===== src/rtl/core_sequencer_if.sv =====
// Memory-side handshake bundle for core_sequencer: the instruction fetch channel
// and the data-memory strobes and completion.
`timescale 1ns/1ps
interface core_sequencer_if;
  logic        imem_req;
  logic        imem_ack;
  logic [31:0] imem_rdata;
  logic        dmem_ready;
  logic        mem_read_en;
  logic        mem_write_en;

  modport master (
    output imem_req, mem_read_en, mem_write_en,
    input  imem_ack, imem_rdata, dmem_ready
  );

  modport slave (
    input  imem_req, mem_read_en, mem_write_en,
    output imem_ack, imem_rdata, dmem_ready
  );
endinterface


===== src/rtl/core_sequencer.sv =====
// Multi-cycle RV32 control sequencer: FETCH/DECODE/EXECUTE/MEMORY/WRITEBACK with
// a terminal TRAP on illegal opcodes. Every strobe is registered from the next state.
`timescale 1ns/1ps
module core_sequencer #(
  parameter int               WIDTH    = 32,
  parameter logic [WIDTH-1:0] RESET_PC = 32'h0000_0000
) (
  input  logic                clk,
  input  logic                rst,
  core_sequencer_if.master    bus,
  input  logic                branch_taken,
  output logic [WIDTH-1:0]    pc,
  output logic [6:0]          opcode,
  output logic [2:0]          funct3,
  output logic [6:0]          funct7,
  output logic [4:0]          rs1,
  output logic [4:0]          rs2,
  output logic [4:0]          rd,
  output logic [11:0]         imm_reg,
  output logic [4:0]          shamt,
  output logic                reg_write_en,
  output logic                instr_retired,
  output logic                illegal_instr
);

  localparam logic [2:0] S_FETCH     = 3'd0;
  localparam logic [2:0] S_DECODE    = 3'd1;
  localparam logic [2:0] S_EXECUTE   = 3'd2;
  localparam logic [2:0] S_MEMORY    = 3'd3;
  localparam logic [2:0] S_WRITEBACK = 3'd4;
  localparam logic [2:0] S_TRAP      = 3'd5;

  localparam logic [6:0] OP_R      = 7'b0110011;
  localparam logic [6:0] OP_I      = 7'b0010011;
  localparam logic [6:0] OP_LOAD   = 7'b0000011;
  localparam logic [6:0] OP_STORE  = 7'b0100011;
  localparam logic [6:0] OP_BRANCH = 7'b1100011;
  localparam logic [6:0] OP_JAL    = 7'b1101111;

  logic [2:0]        r_state;
  logic [2:0]        w_state_nxt;
  logic [31:0]       r_instr;
  logic [WIDTH-1:0]  r_pc;
  logic [WIDTH-1:0]  w_pc_nxt;
  logic [6:0]        r_opcode;
  logic [2:0]        r_funct3;
  logic [6:0]        r_funct7;
  logic [4:0]        r_rs1;
  logic [4:0]        r_rs2;
  logic [4:0]        r_rd;
  logic [11:0]       r_imm;
  logic [4:0]        r_shamt;
  logic              r_taken;
  logic              r_imem_req;
  logic              r_mem_rd;
  logic              r_mem_wr;
  logic              r_reg_we;
  logic              r_retired;
  logic              r_illegal;
  logic              w_is_mem;
  logic              w_writes_rd;
  logic signed [12:0] w_boff;
  logic signed [20:0] w_joff;

  function automatic logic is_legal(input logic [6:0] op);
    case (op)
      OP_R, OP_I, OP_LOAD, OP_STORE, OP_BRANCH, OP_JAL: return 1'b1;
      default:                                          return 1'b0;
    endcase
  endfunction

  function automatic logic [WIDTH-1:0] sext13(input logic signed [12:0] v);
    return WIDTH'(v);
  endfunction

  function automatic logic [WIDTH-1:0] sext21(input logic signed [20:0] v);
    return WIDTH'(v);
  endfunction

  assign w_is_mem    = (r_opcode == OP_LOAD) || (r_opcode == OP_STORE);
  assign w_writes_rd = ((r_opcode == OP_R) || (r_opcode == OP_I) ||
                        (r_opcode == OP_LOAD) || (r_opcode == OP_JAL)) && (r_rd != 5'd0);

  // Branch offset is rebuilt from the registered S-form immediate and rd fields.
  assign w_boff = {r_imm[11], r_rd[0], r_imm[10:5], r_rd[4:1], 1'b0};
  assign w_joff = {r_instr[31], r_instr[19:12], r_instr[20], r_instr[30:21], 1'b0};

  always_comb begin
    w_state_nxt = r_state;
    case (r_state)
      S_FETCH:     if (r_imem_req && bus.imem_ack) w_state_nxt = S_DECODE;
      S_DECODE:    w_state_nxt = is_legal(r_instr[6:0]) ? S_EXECUTE : S_TRAP;
      S_EXECUTE:   w_state_nxt = w_is_mem ? S_MEMORY : S_WRITEBACK;
      S_MEMORY:    if (bus.dmem_ready) w_state_nxt = S_WRITEBACK;
      S_WRITEBACK: w_state_nxt = S_FETCH;
      default:     w_state_nxt = S_TRAP;
    endcase
  end

  always_comb begin
    w_pc_nxt = r_pc + WIDTH'(4);
    if ((r_opcode == OP_BRANCH) && r_taken) w_pc_nxt = r_pc + sext13(w_boff);
    else if (r_opcode == OP_JAL)            w_pc_nxt = r_pc + sext21(w_joff);
  end

  // Raw instruction holding register; only consumed in DECODE and WRITEBACK.
  always_ff @(posedge clk) begin
    if ((r_state == S_FETCH) && (w_state_nxt == S_DECODE)) r_instr <= bus.imem_rdata;
  end

  always_ff @(posedge clk or negedge rst) begin
    if (!rst) begin
      r_state    <= S_FETCH;
      r_pc       <= RESET_PC;
      r_opcode   <= '0;
      r_funct3   <= '0;
      r_funct7   <= '0;
      r_rs1      <= '0;
      r_rs2      <= '0;
      r_rd       <= '0;
      r_imm      <= '0;
      r_shamt    <= '0;
      r_taken    <= 1'b0;
      r_imem_req <= 1'b0;
      r_mem_rd   <= 1'b0;
      r_mem_wr   <= 1'b0;
      r_reg_we   <= 1'b0;
      r_retired  <= 1'b0;
      r_illegal  <= 1'b0;
    end else begin
      r_state    <= w_state_nxt;
      r_imem_req <= (w_state_nxt == S_FETCH);
      r_mem_rd   <= (w_state_nxt == S_MEMORY) && (r_opcode == OP_LOAD);
      r_mem_wr   <= (w_state_nxt == S_MEMORY) && (r_opcode == OP_STORE);
      r_reg_we   <= (w_state_nxt == S_WRITEBACK) && w_writes_rd;
      r_retired  <= (w_state_nxt == S_WRITEBACK);
      r_illegal  <= (w_state_nxt == S_TRAP);
      if (r_state == S_DECODE) begin
        r_opcode <= r_instr[6:0];
        r_rd     <= r_instr[11:7];
        r_funct3 <= r_instr[14:12];
        r_rs1    <= r_instr[19:15];
        r_rs2    <= r_instr[24:20];
        r_funct7 <= r_instr[31:25];
        r_shamt  <= r_instr[24:20];
        if ((r_instr[6:0] == OP_STORE) || (r_instr[6:0] == OP_BRANCH))
          r_imm <= {r_instr[31:25], r_instr[11:7]};
        else
          r_imm <= r_instr[31:20];
      end
      if (r_state == S_EXECUTE)   r_taken <= (r_opcode == OP_BRANCH) && branch_taken;
      if (r_state == S_WRITEBACK) r_pc    <= w_pc_nxt;
    end
  end

  assign bus.imem_req     = r_imem_req;
  assign bus.mem_read_en  = r_mem_rd;
  assign bus.mem_write_en = r_mem_wr;
  assign pc               = r_pc;
  assign opcode           = r_opcode;
  assign funct3           = r_funct3;
  assign funct7           = r_funct7;
  assign rs1              = r_rs1;
  assign rs2              = r_rs2;
  assign rd               = r_rd;
  assign imm_reg          = r_imm;
  assign shamt            = r_shamt;
  assign reg_write_en     = r_reg_we;
  assign instr_retired    = r_retired;
  assign illegal_instr    = r_illegal;

endmodule


===== src/flat_wrapper.sv =====
// flat-port wrapper written by rule: the top's interface ports become plain ports
module core_sequencer_flat 
#(
  parameter int               WIDTH    = 32,
  parameter logic [WIDTH-1:0] RESET_PC = 32'h0000_0000
)
  (clk, rst, branch_taken, pc, opcode, funct3, funct7, rs1, rs2, rd, imm_reg, shamt, reg_write_en, instr_retired, illegal_instr, bus_imem_req, bus_mem_read_en, bus_mem_write_en, bus_imem_ack, bus_imem_rdata, bus_dmem_ready);
  core_sequencer_if bus_i ();
  input  logic clk;
  input  logic rst;
  input  logic branch_taken;
  output logic [WIDTH-1:0] pc;
  output logic [6:0] opcode;
  output logic [2:0] funct3;
  output logic [6:0] funct7;
  output logic [4:0] rs1;
  output logic [4:0] rs2;
  output logic [4:0] rd;
  output logic [11:0] imm_reg;
  output logic [4:0] shamt;
  output logic reg_write_en;
  output logic instr_retired;
  output logic illegal_instr;
  output wire logic [$bits(bus_i.imem_req)-1:0] bus_imem_req;
  output wire logic [$bits(bus_i.mem_read_en)-1:0] bus_mem_read_en;
  output wire logic [$bits(bus_i.mem_write_en)-1:0] bus_mem_write_en;
  input wire logic [$bits(bus_i.imem_ack)-1:0] bus_imem_ack;
  input wire logic [$bits(bus_i.imem_rdata)-1:0] bus_imem_rdata;
  input wire logic [$bits(bus_i.dmem_ready)-1:0] bus_dmem_ready;
  assign bus_imem_req = bus_i.imem_req;
  assign bus_mem_read_en = bus_i.mem_read_en;
  assign bus_mem_write_en = bus_i.mem_write_en;
  assign bus_i.imem_ack = bus_imem_ack;
  assign bus_i.imem_rdata = bus_imem_rdata;
  assign bus_i.dmem_ready = bus_dmem_ready;
  core_sequencer #(.WIDTH(WIDTH), .RESET_PC(RESET_PC)) u_core (.clk(clk), .rst(rst), .bus(bus_i), .branch_taken(branch_taken), .pc(pc), .opcode(opcode), .funct3(funct3), .funct7(funct7), .rs1(rs1), .rs2(rs2), .rd(rd), .imm_reg(imm_reg), .shamt(shamt), .reg_write_en(reg_write_en), .instr_retired(instr_retired), .illegal_instr(illegal_instr));
endmodule

===== config.mk =====
export PLATFORM = sky130hd
export DESIGN_NAME = core_sequencer_flat
export DESIGN_NICKNAME = d
export VERILOG_FILES = /design/src/rtl/core_sequencer_if.sv /design/src/rtl/core_sequencer.sv /design/src/flat_wrapper.sv
export SDC_FILE = /design/constraint.sdc
export NUM_CORES = 1
export LEC_CHECK = 0
export CORE_AREA = 5 5 127 177
export CTS_BUF_LIST = sky130_fd_sc_hd__clkbuf_16
export CTS_CLUSTER_DIAMETER = 50
export DETAILED_ROUTE_END_ITERATION = 12
export DIE_AREA = 0 0 132 182
export GPL_TIMING_DRIVEN = 0
export PLACE_DENSITY_LB_ADDON = 0.3
export SLEW_MARGIN = 10
export SYNTH_ARGS = -nofsm -noshare
export SYNTH_HDL_FRONTEND = slang
export SYNTH_SLANG_ARGS = --single-unit

===== constraint.sdc =====
create_clock -name clk -period 3.5 [get_ports clk]
set_input_delay 0.35 -clock clk [delete_from_list [all_inputs] [get_ports clk]]
set_output_delay 0.35 -clock clk [all_outputs]
set_load 0.005 [all_outputs]

Word level (Yosys, flattened, before mapping)
Cells that the tools add are included.
- register bits after elaboration: 118
- word-level logic and storage cells: 67
- input bits: 37
- reductions and logical operators: 17
- eq/ne operators: 20
- multiplexer cells: 10
- add/subtract/negate cells: 3
- operators with widths (cell ; count):
    32-bit adder ; 2
    32-bit 2-to-1 mux ; 2
    32-bit by 3-bit adder with 32-bit output (second input constant) ; 1
    7-bit by 6-bit == test with 1-bit output (second input constant) ; 4
    7-bit == test (second input constant) ; 4
    3-bit case mux with 5 select lines ; 1
    7-bit by 2-bit == test with 1-bit output (second input constant) ; 2
    7-bit by 5-bit == test with 1-bit output (second input constant) ; 2
    3-bit 2-to-1 mux ; 4
    3-bit by 2-bit == test with 1-bit output (second input constant) ; 3
    3-bit == test (second input constant) ; 3
    1-bit logical AND ; 8
    3-bit by 1-bit == test with 1-bit output (second input constant) ; 2
    3-bit zero test ; 2
    6-bit OR reduction ; 1
    1-bit logical OR ; 5
    5-bit 2-to-1 mux ; 1
    5-bit nonzero test ; 1
    1-bit 2-to-1 mux ; 2

Depth between registers and ports, before layout
Gate-level depths: netlist (run 1).
- word-level depth: 8
- gate-level depth with buffers: 13
- depth with buffers taken out: 13

Worst setup path after synthesis (run 1)
Ideal clock, no wire load.
- kind: flip-flop to flip-flop
- from: reg u_core.r_imm[11], in the netlist u_core.imm_reg[11]
- to: reg u_core.r_pc[29], in the netlist u_core.pc[29]
- slack: 433 ps
- cell stages (with the launch flop): 12
- buffers on the path: 0
- data arrival time: 2941 ps
- cells stage by stage: dfrtp_1 ha_1 a211oi_2 o211ai_2 a2111oi_4 a21oi_2 nor3_2 o21ai_2 a21o_1 a21oi_2 xnor2_1 a221o_1
- longest elaborated chain between the ends: 2
- RTL lines (element ; line ; RTL):
    start: declaration ; core_sequencer.sv:51 ; logic [11:0] r_imm;
    start signal: assignment ; core_sequencer.sv:147 ; r_imm <= {r_instr[31:25], r_instr[11:7]};
    start signal: assignment ; core_sequencer.sv:149 ; r_imm <= r_instr[31:20];
    32-bit adder ; core_sequencer.sv:102 ; if ((r_opcode == OP_BRANCH) && r_taken) w_pc_nxt = r_pc + sext13(w_boff);
    32-bit 2-to-1 mux ; core_sequencer.sv:102 ;
    end signal: assignment ; core_sequencer.sv:152 ; if (r_state == S_WRITEBACK) r_pc <= w_pc_nxt;
    end: declaration ; core_sequencer.sv:43 ; logic [WIDTH-1:0] r_pc;
No other way between the ends.
A chain may end at the register's enable or synchronous reset.

Final worst setup path (run 1)
Ends and elaborated chain as after synthesis.

==> results of run 1 <==
-- per-layer routing --
layer	up-vias	part of all wire (%)	global-route usage, %
li1	3535	-	-
met1	3580	40	23.84
met2	212	52	37.18
met3	56	4.4	3.381
met4	0	3.6	8.234
met5	-	0	0
-- kinds of logic after synthesis --
logic type               Yosys count  synth area share (%)
AO/OA/AOI/OAI                    274                 21.97
AND/OR/NAND/NOR                  258                 15.36
flip-flops                       110                 35.89
XOR/XNOR                          73                 7.878
buffers and inverters             66                 3.669
adder cells (fa/ha/maj)           63                 9.898
multiplexers                      39                 5.288
other                              1               0.04621
-- worst min path at each step --
stage | slack (ps) | to | startpoint
finish | 460 | u_core.funct3[1] | rst
global route | 520 | u_core.funct3[1] | rst
CTS | 470 | u_core.pc[31] | u_core.pc[31]
detailed placement | 330 | u_core.funct3[0] | rst
global placement | 470 | u_core.pc[31] | u_core.pc[31]
floorplan | 50 | u_core.bus.imem_req | rst
-- cell usage in the layout (no fill, tap or decap), drive strengths merged, types with 5 or more instances in the layout --
cell           count
clkdlybuf4s50    121
a21oi             96
nand2             78
dfrtp             78
nor2              66
ha                61
o21ai             60
xnor2             47
clkbuf            38
edfxtp            32
mux2              31
nand3             29
xor2              26
inv               25
a21o              24
a211oi            21
buf               18
and3              15
nand4             13
o211ai            12
nand2b            10
o21bai             9
and2               9
nor2b              8
mux2i              8
a31oi              8
o31ai              7
nor3b              5
and4               5
nor3               5
-- through the flow --
step	util (%)	setup WS, ps	std cells	setup TNS, ps
floorplan	-	432.6	884	0
global placement	46.25	-1035	1266	-91450
detailed placement	46.50	-73.70	1268	-73.70
CTS	48.03	28.59	1285	0
global route	48.23	-16.96	1285	-16.96
finish	48.23	167.2	1285	0
-- worst register-to-register path, delay by kind of cell, from the launching register on --
family          cells  cell delay [ps]
compound gates      8             1740
flops               1              720
fa+ha+maj           1              420
simple gates        1              270
xor+xnor            1               80
-- where the power goes --
group	switching [uW]	internal (uW)
Combinational	25.7	39.3
Sequential	0	1320
Clock	559	512
Total	585	1870
-- synth_stat cells (all sizes together), types with 4 or more instances --
cell type	n	share of area [%]
a21oi	96	6.1
dfrtp	78	24
nand2	78	3.6
nor2	66	3.1
ha	61	9.4
o21ai	60	3.8
xnor2	47	5.1
edfxtp	32	12
mux2	31	4.3
clkbuf	29	1.3
nand3	29	1.8
xor2	26	2.8
a21o	24	2.2
inv	22	1.0
a211oi	21	2.1
and3	15	1.2
buf	15	1.3
nand4	13	1.0
o211ai	12	1.2
nand2b	10	0.77
and2	9	0.69
o21bai	9	0.83
a31oi	8	0.62
mux2i	8	0.99
nor2b	8	0.62
o31ai	7	0.71
and4	5	0.54
nor3	5	0.37
nor3b	5	0.46
a211o	4	0.43
a21boi	4	0.37
a221o	4	0.49
-- layout make-up --
| type | instances | area [um2] |
|---|---|---|
| well taps | 260 | 325.3 |
| multi-input cells | 708 | 4954 |
| clock inverters | 7 | 81.33 |
| fillers | 2025 | 10810 |
| plain buffers | 44 | 215.2 |
| inverters | 22 | 82.58 |
| clock buffers | 9 | 225.2 |
| flip-flops and latches | 110 | 2915 |
| repair buffers | 125 | 1276 |
-- repair_timing --
item,4_1_cts,5_1_grt
gates resized for setup,2,8
endpoints found under the hold margin,28,0
pin swaps,0,1
hold buffers,1,0
endpoints found under the setup margin,2,4
==> impl_metrics.env, run 1 <==
export IMPL_grt_total_usage_pct=20.50
export IMPL_grt_pass1_vias=7472
export IMPL_placed_cell_area_um2=9714
export IMPL_ios=124
export IMPL_crit_path_start="u_core.imm_reg[11]"
export IMPL_crit_top_cell="a21oi_2"
export IMPL_crit_slowest_cell="dfrtp_2"
export IMPL_slew_limit_headroom_pct=25.04
export IMPL_htreeDepth=3
export IMPL_final_nets=1120
export IMPL_grt_overflow_total=0
export IMPL_firstDrtPassIters=5
export IMPL_cts_tree="yes"
export IMPL_cts_setup_buffers=0
export IMPL_root_buffer="clkbuf_16"
export IMPL_hpwl_um=19230
export IMPL_async_flop_share_pct=70.91
export IMPL_cp_top_family="compound AO/OA/AOI/OAI gates"
export IMPL_finalCriticalPeriod_ps=3333
export IMPL_timing_rr_start="u_core.imm_reg[11]"
export IMPL_reg2reg_slack_ps=170
export IMPL_clk_latency_ps=360
export IMPL_wl_um=24910
export IMPL_n_antenna_cell=0
export IMPL_r2r_cells=11
export IMPL_syn_mean_instance_area_um2=9.180
export IMPL_yosys_warnings=0
export IMPL_antenna_found_initial=0
export IMPL_route_detailed_drc=0
export IMPL_synthCells=884
export IMPL_ys_seq_elements=110
export IMPL_num_rows=63
export IMPL_grt_pass1_wl_um=39750
export IMPL_synth_edf_count=32
export IMPL_routed_via_density=5.746
export IMPL_ys_flop_type="dfrtp_1"
export IMPL_peakVddDrop_v=0.0001929
export IMPL_syn_area_um2=8115
export IMPL_ys_types=70
export IMPL_finClkSkew_ps=12.48
export IMPL_cp_required_ps=3750
export IMPL_largest_reg_flops=32
export IMPL_drt_iter0_markers=548
export IMPL_core_um2=20890
export IMPL_cp_arrival_ps=3580
export IMPL_hold_viol=0
export IMPL_start_util_pct=38.85
export IMPL_powerDensity_nw_per_um2=243.9
export IMPL_worstPathCellList="ha_1 > a211oi_2 > o211ai_2 > a2111oi_4 > a21oi_2 > nor3_2 > o21ai_2 > a21o_1 > a21oi_2 > xnor2_1 > a221o_1"
export IMPL_r2r_end="u_core.pc[29]"
export IMPL_status="finished clean"
export IMPL_num_vias=7383
export IMPL_cp_start_kind="register"
export IMPL_grt_max_degree=51
export IMPL_stdcell_area_um2=10070
export IMPL_static_leakage_power_uw=0.004379
export IMPL_die_area_um2=24020
export IMPL_crit_buf_inv=0
export IMPL_syn_to_final_growth_pct=24.14
export IMPL_power_uw=2457
export IMPL_drive_gt1_share_pct=9.073
export IMPL_crit_type="register to register"
export IMPL_die_x_um=132
export IMPL_critical_path_max_stage_delay_ps=720
export IMPL_final_max_slew_viol_count=0
export IMPL_syn_num_nets=984
export IMPL_die_y_um=182
export IMPL_cts_max_path_buffers=2
export IMPL_endpoint="u_core.pc[29]"
export IMPL_cts_inserted_buffers=9
export IMPL_finalCritPeriodShare_pct=95.22
export IMPL_fmax_mhz=300.1
export IMPL_finalHoldWorstSlack_ps=460.3
export IMPL_ant_nets=0
export IMPL_cp_depth=11
export IMPL_final_setup_viol_count=0
export IMPL_hp_class="input pin to asynchronous set/reset pin"
export IMPL_seq_area_frac_synth_pct=35.89
export IMPL_routedWlPerCell_um=19.38
export IMPL_path_max_fanout=23
export IMPL_place_congestion=0.9721
export IMPL_tightest_slew_ps=1122
export IMPL_path_clk_slew_ps=80
export IMPL_cts_sinks=110
export IMPL_port_buffers=122
export IMPL_maxCapViolations=0
export IMPL_end_kind="register"
Power figures use the tool's default switching activity.
==> inputs of run 2 (changes only) <==
--- a/config.mk
+++ b/config.mk
@@ -12,7 +12,7 @@
 export DIE_AREA = 0 0 132 182
 export GPL_TIMING_DRIVEN = 0
 export PLACE_DENSITY_LB_ADDON = 0.3
-export SLEW_MARGIN = 10
+export SLEW_MARGIN = 20
 export SYNTH_ARGS = -nofsm -noshare
 export SYNTH_HDL_FRONTEND = slang
 export SYNTH_SLANG_ARGS = --single-unit
==> run 2 against run 1 <==
Compared with the run above:
- via count decreased by 0.51%
- clock skew decreased by 1.7 ps
- final cell count unchanged
- critical path depth increased by 2
==> impl_metrics.env, run 2 (synthesis gave the netlist of run 1 again) <==
export IMPL_path_clk_slew_ps=90
export IMPL_static_leakage_power_uw=0.004384
export IMPL_crit_top_cell="a21oi_2"
export IMPL_grt_pass1_vias=7397
export IMPL_path_max_fanout=5
export IMPL_finalCriticalPeriod_ps=3339
export IMPL_fill_cells=2015
export IMPL_ios=124
export IMPL_final_cell_mix="121 x clkdlybuf4s50_1, 91 x a21oi_1, 78 x nand2_1, 76 x dfrtp_1, 65 x nor2_1"
export IMPL_fmax_mhz=299.5
export IMPL_hold_viol=0
export IMPL_cp_start_kind="register"
export IMPL_final_nets=1120
export IMPL_slew_limit_headroom_pct=27.66
export IMPL_fin_ws_ps=160.9
export IMPL_die_x_um=132
export IMPL_firstDrtPassIters=5
export IMPL_root_buffer="clkbuf_16"
export IMPL_grt_met2_usage_pct=36.35
export IMPL_critical_path_max_stage_delay_ps=470
export IMPL_grt_busiest_layer="met2"
export IMPL_grt_pass1_wl_um=39520
export IMPL_tightest_slew_ps=1083
export IMPL_placed_cell_area_um2=9714
export IMPL_crit_type="register to register"
export IMPL_status="finished clean"
export IMPL_finalCritPeriodShare_pct=95.40
export IMPL_drt_iter0_markers=417
export IMPL_largest_reg_flops=32
export IMPL_final_setup_viol_count=0
export IMPL_cts_sinks=110
export IMPL_regArea_um2=2918
export IMPL_routed_via_density=5.716
export IMPL_cp_top_family="compound AO/OA/AOI/OAI gates"
export IMPL_clk_latency_ps=370
export IMPL_route_detailed_drc=0
export IMPL_rsz0062_at_grt="no"
export IMPL_maxCapViolations=0
export IMPL_fin_util_pct=48.24
export IMPL_hp_class="input pin to asynchronous set/reset pin"
export IMPL_final_cells=1285
export IMPL_htreeDepth=3
export IMPL_grt_total_usage_pct=20.38
export IMPL_cp_arrival_ps=3600
export IMPL_cp_required_ps=3760
export IMPL_die_y_um=182
export IMPL_multi_input_area_um2=4949
export IMPL_cts_inserted_buffers=9
export IMPL_crit_slowest_cell="a311oi_4"
export IMPL_port_buffers=122
export IMPL_final_max_slew_viol_count=0
export IMPL_wl_um=24930
export IMPL_worstPathCellList="ha_1 > inv_1 > fa_1 > nor2b_1 > o31ai_2 > a21boi_2 > a311oi_4 > a21oi_2 > o21a_1 > a21oi_2 > xnor2_1 > a211oi_1 > a221o_1"
export IMPL_num_vias=7345
export IMPL_grt_max_degree=51
export IMPL_routedWlPerCell_um=19.40
export IMPL_pre_cts_ws_ps=-63.62
export IMPL_place_congestion=0.9721
export IMPL_finClkSkew_ps=10.75
export IMPL_syn_to_final_growth_pct=24.18
export IMPL_ant_nets=0
export IMPL_final_common_cell="clkdlybuf4s50_1"
export IMPL_num_rows=63
export IMPL_place_inst=1268
export IMPL_powerDensity_nw_per_um2=245.4
export IMPL_hpwl_um=19230
export IMPL_crit_buf_inv=1
export IMPL_stdcell_area_um2=10080
export IMPL_antenna_found_initial=0
export IMPL_gr_usage_met3_pct=3.298
export IMPL_peakVddDrop_v=0.0002039
export IMPL_cts_tree="yes"
export IMPL_met1_usage_pct=23.43
export IMPL_start_util_pct=38.85
export IMPL_end_kind="register"
export IMPL_cts_max_path_buffers=2
export IMPL_die_area_um2=24020
export IMPL_n_antenna_cell=0
export IMPL_core_um2=20890
export IMPL_drive_gt1_share_pct=8.878
export IMPL_grt_overflow_total=0
## run 2: area by class of cell
cell class | count | area share (%)
flip-flops and latches | 110 | 28.95
inverters | 22 | 0.8195
clock inverters | 7 | 0.8567
clock buffers | 9 | 2.235
multi-input cells | 708 | 49.11
well taps | 260 | 3.228
repair buffers | 125 | 12.66
plain buffers | 44 | 2.136
## run 2: metrics by stage
step | hold slack, ps | setup TNS [ps] | total power, uW
after floorplan | 54.41 | 0 | 1350
after global placement | 465.2 | -91450 | 1409
after detailed placement | 323.2 | -63.62 | 1413
after CTS | 467.6 | 0 | 2502
after global routing | 512.1 | 0 | 2551
final | 448.7 | 0 | 2473
## run 2: report_power, final
group / leakage [uW] / internal, uW / switching, uW
logic: 0.00288 / 39.3 / 25.6
registers: 0.00135 / 1320 / 0
clock network: 0.000151 / 517 / 570
## run 2: layer usage
layer  part of all wire (%)  vias up  wire length [um]
met2                     51      210             12800
met5                      0        -                 0
met4                    4.7        0              1177
li1                       -     3532                 -
met3                    4.5       66              1131
met1                     39     3537              9825
## run 2: repair_timing
action	4_1_cts	5_1_grt
gates resized for setup	2	7
gates cloned	0	0
hold buffers	1	0
hold endpoints to repair	28	0
endpoints found under the setup margin	1	3
buffers inserted	0	0
## run 2: worst paths after layout
| kind | start | end | slack [ps] | depth (start not counted) |
|---|---|---|---|---|
| max | u_core.r_instr[21] | u_core.pc[29] | 160 | 13 |
| min | rst | u_core.funct3[1] | 450 | 2 |
| max reg2reg | u_core.r_instr[21] | u_core.pc[29] | 160 | 13 |
| min reg2reg | u_core.pc[31] | u_core.pc[31] | 480 | 1 |
| max in group asynchronous | rst | u_core.imm_reg[11] | 2420 | 3 |
| min in group clk | u_core.pc[31] | u_core.pc[31] | 480 | 1 |
